<file path="src/rtl/sfr_arbiter.sv">
// Round-robin arbiter that shares one spi_flash_read engine between the CPU
// flash window (port 0) and the video prefetcher (port 1), with a stall watchdog.
module sfr_arbiter #(
  parameter int ADDR_W         = 24,
  parameter int CNT_W          = 24,
  parameter int TIMEOUT_CYCLES = 4096
) (
  input  logic              clk_cpu,
  input  logic              n_reset,

  input  logic              req0_valid,
  input  logic [ADDR_W-1:0] req0_address,
  input  logic [CNT_W-1:0]  req0_word_count,
  output logic              req0_strobe,
  output logic [31:0]       req0_data,
  output logic              req0_done,
  output logic              req0_error,

  input  logic              req1_valid,
  input  logic [ADDR_W-1:0] req1_address,
  input  logic [CNT_W-1:0]  req1_word_count,
  output logic              req1_strobe,
  output logic [31:0]       req1_data,
  output logic              req1_done,
  output logic              req1_error,

  output logic              sfr_start,
  output logic [ADDR_W-1:0] sfr_address,
  output logic [CNT_W-1:0]  sfr_word_count,
  input  logic              sfr_strobe,
  input  logic              sfr_done,
  input  logic [31:0]       sfr_data_out
);

  localparam int WD_W = (TIMEOUT_CYCLES > 2) ? $clog2(TIMEOUT_CYCLES) : 1;
  localparam logic [WD_W-1:0] WD_LIMIT = WD_W'(TIMEOUT_CYCLES - 1);

  typedef enum logic [1:0] {
    IDLE,
    BUSY,
    RELEASE
  } state_t;

  state_t            state;
  state_t            state_next;
  logic              owner;
  logic              last_grant;
  logic [WD_W-1:0]   watchdog;
  logic              grant;
  logic              grant_port;
  logic              busy;
  logic              timeout;
  logic [ADDR_W-1:0] grant_address;
  logic [CNT_W-1:0]  grant_count_raw;
  logic [CNT_W-1:0]  grant_count;

  // A stall is declared only when neither a strobe nor done lands on the limit cycle.
  always_comb begin
    state_next      = state;
    grant           = 1'b0;
    grant_port      = (req0_valid && req1_valid) ? ~last_grant : req1_valid;
    busy            = n_reset && (state == BUSY);
    timeout         = busy && (watchdog == WD_LIMIT) && !sfr_strobe && !sfr_done;
    grant_address   = grant_port ? req1_address : req0_address;
    grant_count_raw = grant_port ? req1_word_count : req0_word_count;
    grant_count     = (grant_count_raw == '0) ? CNT_W'(1) : grant_count_raw;

    case (state)
      IDLE: begin
        if (req0_valid || req1_valid) begin
          grant      = 1'b1;
          state_next = BUSY;
        end
      end
      BUSY: begin
        if (sfr_done || timeout) begin
          state_next = RELEASE;
        end
      end
      RELEASE: state_next = IDLE;
      default: state_next = IDLE;
    endcase
  end

  always_ff @(posedge clk_cpu) begin
    if (!n_reset) begin
      state          <= IDLE;
      owner          <= 1'b0;
      last_grant     <= 1'b1;
      sfr_address    <= '0;
      sfr_word_count <= '0;
      watchdog       <= '0;
    end else begin
      state <= state_next;
      if (grant) begin
        owner          <= grant_port;
        last_grant     <= grant_port;
        sfr_address    <= grant_address;
        sfr_word_count <= grant_count;
      end
      if ((state == BUSY) && !sfr_strobe) begin
        watchdog <= watchdog + WD_W'(1);
      end else begin
        watchdog <= '0;
      end
    end
  end

  // Reader-side events reach only the current owner, and only while busy.
  assign sfr_start   = (state == BUSY);
  assign req0_strobe = busy && sfr_strobe && !owner;
  assign req1_strobe = busy && sfr_strobe && owner;
  assign req0_done   = busy && sfr_done && !owner;
  assign req1_done   = busy && sfr_done && owner;
  assign req0_error  = timeout && !owner;
  assign req1_error  = timeout && owner;
  assign req0_data   = sfr_data_out;
  assign req1_data   = sfr_data_out;

endmodule

</file>
<file path="config.mk">
export PLATFORM = sky130hd
export DESIGN_NAME = sfr_arbiter
export DESIGN_NICKNAME = d
export VERILOG_FILES = /design/src/rtl/sfr_arbiter.sv
export SDC_FILE = /design/constraint.sdc
export NUM_CORES = 1
export LEC_CHECK = 0
export CORE_ASPECT_RATIO = 0.5
export CORE_MARGIN = 1.5
export CORE_UTILIZATION = 38
export DETAILED_ROUTE_END_ITERATION = 16
export PLACE_DENSITY = 0.87
export SYNTH_ARGS = -nofsm -noshare
export SYNTH_HDL_FRONTEND = slang
export SYNTH_SLANG_ARGS = --single-unit
export TNS_END_PERCENT = 50
</file>
<file path="constraint.sdc">
create_clock -name clk_cpu -period 3.15 [get_ports clk_cpu]
set_input_delay 0.315 -clock clk_cpu [delete_from_list [all_inputs] [get_ports clk_cpu]]
set_output_delay 0.315 -clock clk_cpu [all_outputs]
set_load 0.02 [all_outputs]
</file>
==> results.rst <==
.. list-table::
   :header-rows: 1

   * - Metric
     - Value
   * - Post-synth cell types
     - 35
   * - Instance count after placement with tap cells included
     - 572
   * - Total count of max-transition violations in the final report
     - 0
   * - Height of the chip
     - 71.14 um
   * - Yosys reg bits
     - 64
   * - Critical path start-end classification
     - flip-flop to primary output
   * - Fin cells
     - 588
   * - Vias per Instance
     - 5.119
   * - Number of ports placed on the die boundary
     - 253
   * - Cell at the slowest stage of the critical path
     - clkdlybuf4s50_1
   * - Detailed Routing Iterations Pass 1
     - 12
   * - Origin of the critical flop-to-flop path
     - state[1]
   * - Share of cells above drive strength 1
     - 0.06157
   * - Clock insertion delay at the later pin of the skew report
     - 0.31 ns
   * - Antenna-violating nets left
     - 0
   * - Sum Neg Setup Slack
     - 0 ns
   * - CTS max path bufs
     - 2
   * - Hold Path Class
     - flip-flop to flip-flop
   * - Maximum number of pins on one net before global-route repair
     - 54
   * - IO buf count
     - 156
   * - Number of antenna diodes
     - 0
   * - Final GP Congestion
     - 0.8890
   * - Number of global-route vias before repair
     - 2994
   * - Static leakage
     - 2.242 nW
   * - Worst min-delay path startpoint
     - watchdog[0]
   * - Critical path buffers and inverters
     - 1
   * - Number of warnings reported in the yosys synthesis log
     - 0
   * - Largest voltage drop on the vdd net
     - 0.0004120 V
   * - Number of fill cells in the layout
     - 723
   * - DR WL/cell
     - 17.10 um
   * - Clock tree skew after final layout
     - 0.004192 ns
   * - Max Fclk
     - 0.3497 GHz
   * - Time the worst path needs with I/O delays and setup
     - 2.860 ns
   * - Category of the worst setup path capture point
     - primary output
   * - Clock edge transition at the registers on the reported setup and hold paths
     - 0.05 ns
   * - Mean area per synthesized cell
     - 9.237 um2
   * - Fraction of the cycle the final worst path needs
     - 0.9079
   * - Total clock sinks
     - 64
   * - Die ar.
     - 9907 um2
   * - Violated checks
     - design-rule violations
   * - Largest fanout on the critical path
     - 6
   * - Layout area overhead
     - 42.20%
   * - TritonCTS clock tree
     - built
   * - DRT Wirelength
     - 10060 um
   * - End of the worst hold path
     - watchdog[0]
   * - Number of nets in the layout
     - 601
   * - Gate count of the mapped netlist
     - 382
   * - Number of max-cap violations
     - 0
   * - Cell type with the largest total area after synthesis
     - dfxtp_1
   * - Die outline width
     - 139.3 um
   * - Drc violations
     - 12
   * - Leading cell types by total area after synthesis
     - dfxtp_1 36%, buf_4 14%, mux2i_1 13%
   * - Slew @ Worst Pin
     - 0.5702 ns
   * - Starting Density
     - 0.3983
   * - Post-layout utilization of the core
     - 0.5664
   * - Combined area of all synthesized cells
     - 3528 um2
   * - Reg2reg path depth
     - 5
   * - Count of endpoints failing setup in the final report
     - 0
   * - Total routing usage reported by global routing
     - 0.1960
   * - Count of vias placed by the detailed router
     - 3010
   * - Relative slew slack
     - 0.6198
   * - Part of the Yosys area used for sequential elements
     - 0.3631
   * - Standard-cell row count
     - 24
   * - Hold Path Depth
     - 1
   * - Setup fix buffers added after clock tree synthesis
     - 0
   * - Synthesized net count
     - 517
   * - Critical-path cell list
     - ha_1, nand3_2, nor3_1, or4b_4, nor3_1, clkdlybuf4s50_1
   * - Delay-heaviest family, CP
     - simple AND/OR/NAND/NOR gates
   * - Initial antenna violation count
     - 0
   * - Final hold violation count
     - 0
   * - Register-to-register setup slack
     - 1.13 ns
   * - Iteration-0 DRC Markers
     - 142
   * - Area of the core
     - 8859 um2
   * - RSZ-0062 raised after global routing
     - no
   * - Wire length of the first global-routing pass
     - 15400 um
   * - Quantity of hold-fixing buffers added after cts
     - 0
   * - Endpoint required time on the critical path
     - 2.83 ns
   * - CP max stage delay
     - 0.64 ns
   * - Status
     - finished with violations
   * - Arrival time of data at the critical path endpoint
     - 2.54 ns
   * - Share of the synthesized area in the top cell type
     - 0.3631
   * - Critical path startpoint category
     - flip-flop
   * - Number of cells upsized or downsized after cts
     - 0
   * - Master cell of the clock root buffer
     - clkbuf_16
   * - H-Tree Level Count
     - 3
   * - Total overflow reported by the global router
     - 0
   * - Power density over the cells
     - 535.5 nW/um2
   * - Worst path most repeated cell
     - nor3_1
   * - DPL Wire Length
     - 7747 um
   * - Number of buffers added by the clock tree synthesis step
     - 9
   * - Reg2reg end
     - owner
[flip-flops by register name, indices dropped and copies added (netlist names)]
signal          cells
last_grant          1
owner               1
sfr_address        24
sfr_word_count     24
state               2
watchdog           12
[synth_stat cells]
master / instances
buf_4: 65
dfxtp_1: 64
nand2_1: 53
mux2i_1: 47
o211a_1: 47
nor4_1: 14
clkbuf_1: 13
nor2_1: 12
buf_2: 10
nor3_1: 9
inv_1: 7
xnor2_1: 7
a21oi_1: 4
nand3_1: 4
nand4_1: 3
and3_1: 2
o21ai_1: 2
or3_1: 2
a211o_1: 1
a21boi_1: 1
a31o_2: 1
a32o_1: 1
and2_1: 1
and3b_4: 1
ha_1: 1
mux2_1: 1
mux2_2: 1
nand2b_4: 1
nand3_2: 1
nor2b_1: 1
o211ai_1: 1
o21a_1: 1
o21ai_0: 1
or4b_4: 1
xor2_1: 1
[how the worst max path moves through the flow]
stage,startpoint,endpoint,slack (ns),cells after the start
after floorplan,watchdog[0],req0_error,1.05,5
final,watchdog[0],req1_error,0.29,6
after CTS,watchdog[0],req1_error,0.29,6
after global placement,sfr_strobe,req0_error,0.55,5
after global routing,watchdog[0],req1_error,0.08,6
after detailed placement,sfr_strobe,req1_error,0.51,5
[per-stage QoR]
stage	total power, W	area (um2)	hold WS [ns]	setup WS (ns)
after floorplan	0.001415	3528	0.4300	1.045
after global placement	0.001640	4695	0.4523	0.5497
after detailed placement	0.001652	4695	0.4710	0.5066
after CTS	0.002703	5017	0.4846	0.2890
after global routing	0.002796	5017	0.5047	0.07968
final	0.002687	5017	0.4789	0.2900
[cell usage in the layout, fill, tap and decap left out, types with 2 or more instances in the layout]
| master | netlist | routed |
|---|---|---|
| a21oi_1 | 4 | 4 |
| nand3_1 | 4 | 4 |
| bufinv_16 | 0 | 2 |
| nor4_1 | 14 | 14 |
| mux2i_1 | 47 | 47 |
| nor2_1 | 12 | 12 |
| nor3_1 | 9 | 9 |
| clkdlybuf4s50_1 | 0 | 155 |
| xnor2_1 | 7 | 7 |
| buf_4 | 65 | 5 |
| and3_1 | 2 | 2 |
| dfxtp_1 | 64 | 64 |
| nand4_1 | 3 | 3 |
| clkinvlp_4 | 0 | 2 |
| clkbuf_16 | 0 | 9 |
| inv_1 | 7 | 7 |
| nand2_1 | 53 | 53 |
| o211a_1 | 47 | 47 |
| o21ai_1 | 2 | 2 |
| or3_1 | 2 | 2 |
[area by class of cell]
class / count / area (um2) / area share
Clock buffer: 11 / 242.7 / 0.04838
Clock inverter: 5 / 80.08 / 0.01596
Inverter: 7 / 26.28 / 0.005237
Multi-Input combinational cell: 223 / 1647 / 0.3282
Sequential cell: 64 / 1281 / 0.2554
Tap cell: 117 / 146.4 / 0.02918
Timing Repair Buffer: 161 / 1594 / 0.3177
[where the power goes]
| group | internal (W) | switching [W] |
|---|---|---|
| logic | 0.000366 | 0.000331 |
| registers | 0.000895 | 0.0000451 |
| clock network | 0.000712 | 0.000337 |
[cells by family after synthesis]
family                   share of synthesized area
AND/OR/NAND/NOR                             0.1425
flip-flops                                  0.3631
AO/OA/AOI/OAI                               0.1574
multiplexers                                0.1397
buffers and inverters                       0.1738
XOR/XNOR                                   0.01986
adder cells (fa/ha/maj)                   0.003546
[metal layers]
metal	global-route usage	up-vias	share of wire
met4	0.06856	0	0.017
met3	0.07515	14	0.072
met1	0.2048	1447	0.39
met5	0.009569	-	0
met2	0.3643	95	0.52
li1	-	1454	-
Power figures use the tool's default switching activity.
